===== config.mk =====
export PLATFORM = sky130hd
export DESIGN_NAME = ripple_carry_adder
export DESIGN_NICKNAME = d
export VERILOG_FILES = /design/src/rtl/ripple_carry_adder_pkg.sv /design/src/rtl/ripple_carry_adder_full_adder.sv /design/src/rtl/ripple_carry_adder.sv
export SDC_FILE = /design/constraint.sdc
export NUM_CORES = 1
export LEC_CHECK = 0
export BUFFER_PORTS_ARGS = -buffer_cell sky130_fd_sc_hd__buf_4
export CORE_AREA = 2 2 39 41
export DETAILED_ROUTE_END_ITERATION = 12
export DIE_AREA = 0 0 41 43
export PLACE_DENSITY_LB_ADDON = 0.25
export SYNTH_ARGS = -nofsm -noshare
export SYNTH_HDL_FRONTEND = slang
export SYNTH_SLANG_ARGS = --single-unit

===== constraint.sdc =====
create_clock -name clk -period 2.1 [get_ports clk]
set_input_delay 0.21 -clock clk [delete_from_list [all_inputs] [get_ports clk]]
set_output_delay 0.21 -clock clk [all_outputs]
set_load 0.02 [all_outputs]

===== src/rtl/ripple_carry_adder_pkg.sv =====
// Shared arithmetic constants for the adder family.
// The default operand width lives here so that other adder variants can reuse it.
package ripple_carry_adder_pkg;

    localparam int unsigned RCA_WIDTH = 4;

endpackage


===== src/rtl/ripple_carry_adder_full_adder.sv =====
// One-bit full adder cell.
// Purely combinational; it is chained by ripple_carry_adder.
module full_adder (
    input  logic a,
    input  logic b,
    input  logic ci,
    output logic s,
    output logic co
);

    logic p;

    assign p  = a ^ b;
    assign s  = p ^ ci;
    assign co = (a & b) | (ci & p);

endmodule


===== src/rtl/ripple_carry_adder.sv =====
// Ripple-carry adder built from a chain of full_adder cells.
// The sum and carry-out are registered, giving one cycle of latency.
module ripple_carry_adder
    import ripple_carry_adder_pkg::*;
#(
    parameter int unsigned WIDTH = RCA_WIDTH
) (
    input  logic             clk,
    input  logic             rst,
    input  logic [WIDTH-1:0] x,
    input  logic [WIDTH-1:0] y,
    input  logic             cin,
    output logic [WIDTH-1:0] s,
    output logic             cout
);

    logic [WIDTH:0]   c;
    logic [WIDTH-1:0] sum;

    assign c[0] = cin;

    for (genvar i = 0; i < WIDTH; i++) begin : g_bit
        full_adder u_fa (
            .a  (x[i]),
            .b  (y[i]),
            .ci (c[i]),
            .s  (sum[i]),
            .co (c[i+1])
        );
    end

    // Reset has priority over the add and discards any in-flight result.
    always_ff @(posedge clk) begin
        if (rst) begin
            s    <= '0;
            cout <= 1'b0;
        end else begin
            s    <= sum;
            cout <= c[WIDTH];
        end
    end

endmodule


Yosys cells after proc, flatten, opt, wreduce, memory -nomap -nowiden
Index checks and enable logic that the tools add are counted.

cells by class
  bitwise gates (word level) = 20

operators with widths
  cell               number
  1-bit AND          8
  1-bit bitwise XOR  8
  1-bit OR           4

word-level totals
  output and inout bits = 5
  bits in registers = 5
  input port bits = 11
  logic and storage cells = 22

Logic depth before layout (Yosys ltp)
  depth in word-level cells = 9
  depth in mapped cells = 8
  gate-level depth less buffers = 8

By module
A second synthesis with hierarchy kept.

unflattened totals
  cell total of the unflattened synthesis = 14
  area total of the unflattened synthesis = 211.5 um^2

by module, submodules not included
  module              seq. area each (um^2)  cells each  instances  area each (um^2)
  ripple_carry_adder  100.1                  10          1          131.4
  full_adder          0.0                    1           4          20.0

Worst setup path before layout
Ideal clock, no wire load.

  kind = in2reg
  start = input y[0]
  end = register s[3]
  setup time = 0.064 ns
  buffers on the path = 0
  stages on the path = 8
  arrival time = 1.727 ns
  required time = 2.036 ns
  path slack = 0.309 ns
  cell sequence = inv_1 fa_1 inv_1 fa_1 fa_1 inv_1 fa_1 nor2_1

between the ends
  cells in the longest elaborated chain, start to end = 8
  elaborated cells between the ends (all ways) = 9
  classes of those cells = bitwise (9)

RTL lines
  what                  line                                 source
  start, declared       ripple_carry_adder.sv:11             input logic [WIDTH-1:0] y,
  1-bit bitwise XOR     ripple_carry_adder_full_adder.sv:13  assign p = a ^ b;
  1-bit AND             ripple_carry_adder_full_adder.sv:15  assign co = (a & b) | (ci & p);
  1-bit OR *            ripple_carry_adder_full_adder.sv:15
  1-bit AND *           ripple_carry_adder_full_adder.sv:15
  1-bit OR *            ripple_carry_adder_full_adder.sv:15
  1-bit AND *           ripple_carry_adder_full_adder.sv:15
  1-bit OR *            ripple_carry_adder_full_adder.sv:15
  1-bit bitwise XOR *   ripple_carry_adder_full_adder.sv:14  assign s = p ^ ci;
  end signal, assigned  ripple_carry_adder.sv:38             s <= sum;
  end, declared         ripple_carry_adder.sv:13             output logic [WIDTH-1:0] s,

Every way passes the cells marked *; elsewhere a longest branch is shown, timed or not.
A chain may end at the register's enable or synchronous reset.

Final worst setup path
Same ends and word-level chain as after synthesis.

==> flow_metrics.tcl <==
set metrics [dict create \
    outcome "finished, final reports clean" \
    synth.area.mux_share_pct 0 \
    endpoint_kind "flip-flop" \
    grt_pass1_wl_um 621 \
    diodes 0 \
    synth_cell_types 5 \
    crit_fanout 1 \
    ys.flop_type "dfxtp_1" \
    yosys-top-cells-area "dfxtp_1 (43%), fa_1 (35%), inv_1 (11%)" \
    cts_buffer_depth 2 \
    gr-total-overflow 0 \
    fp.dieW_um 41 \
    dpl.cell_count 52 \
    firstDrtPassIters 1 \
    tritoncts "done" \
    wirelength_um 419 \
    pin_count 16 \
    remaining_drc_errors 0 \
    arrival_ps 1920 \
    setup_tns_ps 0 \
    hold_buffers 0 \
    max_stage_delay_ps 400 \
    design_area_um2 389 \
    syn_avg_cell_area_um2 11.0 \
    area_growth_pct 69.0 \
    syn_inst 21 \
    dieArea_mm2 0.00176 \
    post-route-period-util_pct 83.1 \
    multi_input_area_um2 104 \
    yosys.area.top_type "dfxtp_1" \
    coreArea_mm2 0.00138 \
    post_dp_cell_area_um2 363 \
    min-delay-start "rst" \
    port_buffers 15 \
    irDropWorstVdd_uv 142 \
    holdWs_ps 165 \
    fillers 154 \
    cp_common_cell "fa_1" \
    grt.total_usage_pct 5.86 \
    path_cells "buf_4 > inv_1 > fa_1 > inv_1 > fa_1 > fa_1 > inv_1 > fa_1 > nor2_1" \
    vias 186 \
    antenna_found_initial 0 \
    critPathKind "primary input to flip-flop" \
    maxSlewViolCount 0 \
    max_slew.worst_pin.slew_ps 85.5 \
    clk_pin_slew_ps 40 \
    synth_top_family_by_area "adder cells" \
    async_flop_share_pct 0 \
    synthAdderAreaFrac_pct 34.8 \
    grt_max_degree 6 \
    yosys.cell_count.top_type "inv_1" \
    synth_top_area_share_pct 43.5 \
    holdPathStages 2 \
    h-tree-depth 1 \
    synth_compound_area_share_pct 0 \
    cp_top_family "adder cells" \
    synth_seq_area_share_pct 43.5 \
    hold_path_end "cout" \
    initial_core_util_pct 16.6 \
    worst_slew_margin_rel_pct 94.3 \
    grt_pass1_vias 175 \
    synthSimpleGateAreaFrac_pct 10.3 \
    rsz0062_at_grt "false" \
    crit_path_start_kind "primary input" \
    cp.buffers_inverters 4 \
    wire_per_inst_um 7.48 \
    ys_seq_elements 5 \
    total_leakage_power_nw 0.207 \
    synth_edf_count 0 \
    numCtsBuffers 3 \
    via_per_inst 3.32 \
    hold_class "primary input to flip-flop" \
    root_buffer "clkbuf_4" \
    netlist_top_cells_count "inv_1 (7), dfxtp_1 (5), fa_1 (4), nor2_1 (3), nor2b_1 (2)" \
    dp_hpwl_um 387 \
    nets 56 \
    synth-warning-count 0 \
    min_period_ps 1750 \
    critPathRequiredTime_ps 2270 \
    final_cells 56 \
    place.gp.congestion 0.567 \
    ff_latch_area_um2 100 \
    hold_violations 0 \
    cpMaxStageDelayCell "fa_1" \
    syn_area_um2 230 \
    cts_resized 0 \
    postCtsSetupBuffers 0 \
    rows 14 \
    syn_nets 36 \
    fp.dieH_um 43 \
    synth-xor-area-share_pct 0 \
    maxCapViolations 0 \
    ant_nets 0 \
    layout-drive-gt1-share_pct 45.0 \
    dr.first_iter.drc_count 0 \
    setup_viol 0 \
    numClockSinks 5 \
    fmax_mhz 573 \
    powerDensity_mw_per_mm2 735 \
]
sequential cells by signal, indices dropped and copies added (netlist names):
register,flops
cout,1
s,4
layout make-up:
cell class	instances	share of cell area (%)
repair buffers	15	28.9
multi-input cells	9	26.7
flip-flops and latches	5	25.7
clock buffers	4	6.75
inverters	7	6.75
well taps	16	5.14
layout by cell type (no fill, tap or decap):
cell type / netlist / layout
clkbuf_1: 0 / 1
buf_4: 0 / 15
clkbuf_4: 0 / 3
inv_1: 7 / 7
nor2_1: 3 / 3
dfxtp_1: 5 / 5
fa_1: 4 / 4
nor2b_1: 2 / 2
power by group:
group          switching, mW  internal (mW)
combinational         0.0337         0.0366
clock                 0.0355         0.0716
sequential           0.00239          0.106
total                 0.0716          0.214
cells by family after synthesis:
logic type               after synthesis
adder cells (fa/ha/maj)                4
AND/OR/NAND/NOR                        5
buffers and inverters                  7
flip-flops                             5
per-layer routing:
metal / global-route usage (%) / vias to the layer above / wire length (µm) / part of all wire [%]
met1: 6.89 / 77 / 161 / 38
met5: 0 / - / 0 / 0
met4: 8.00 / 0 / 0 / 0
li1: - / 93 / - / -
met3: 1.57 / 0 / 84 / 20
met2: 6.88 / 16 / 174 / 42
stage by stage:
step	util, %	power [mW]	setup WS (ps)
2_1_floorplan	-	0.143	309
3_3_place_gp	26.2	0.180	140
3_5_place_dp	26.2	0.183	88.9
4_1_cts	28.1	0.296	342
5_1_grt	28.1	0.306	261
6_report	28.1	0.286	355
worst max-delay path by stage:
stage	from	to	slack [ps]	depth (start not counted)
final	y[0]	s[3]	350	9
after floorplan	y[0]	s[3]	310	8
after global placement	y[0]	s[3]	140	9
after detailed placement	y[0]	s[3]	90	9
after global routing	x[0]	s[3]	260	9
after CTS	y[0]	s[3]	340	9
(Power assumes the default switching activity.)
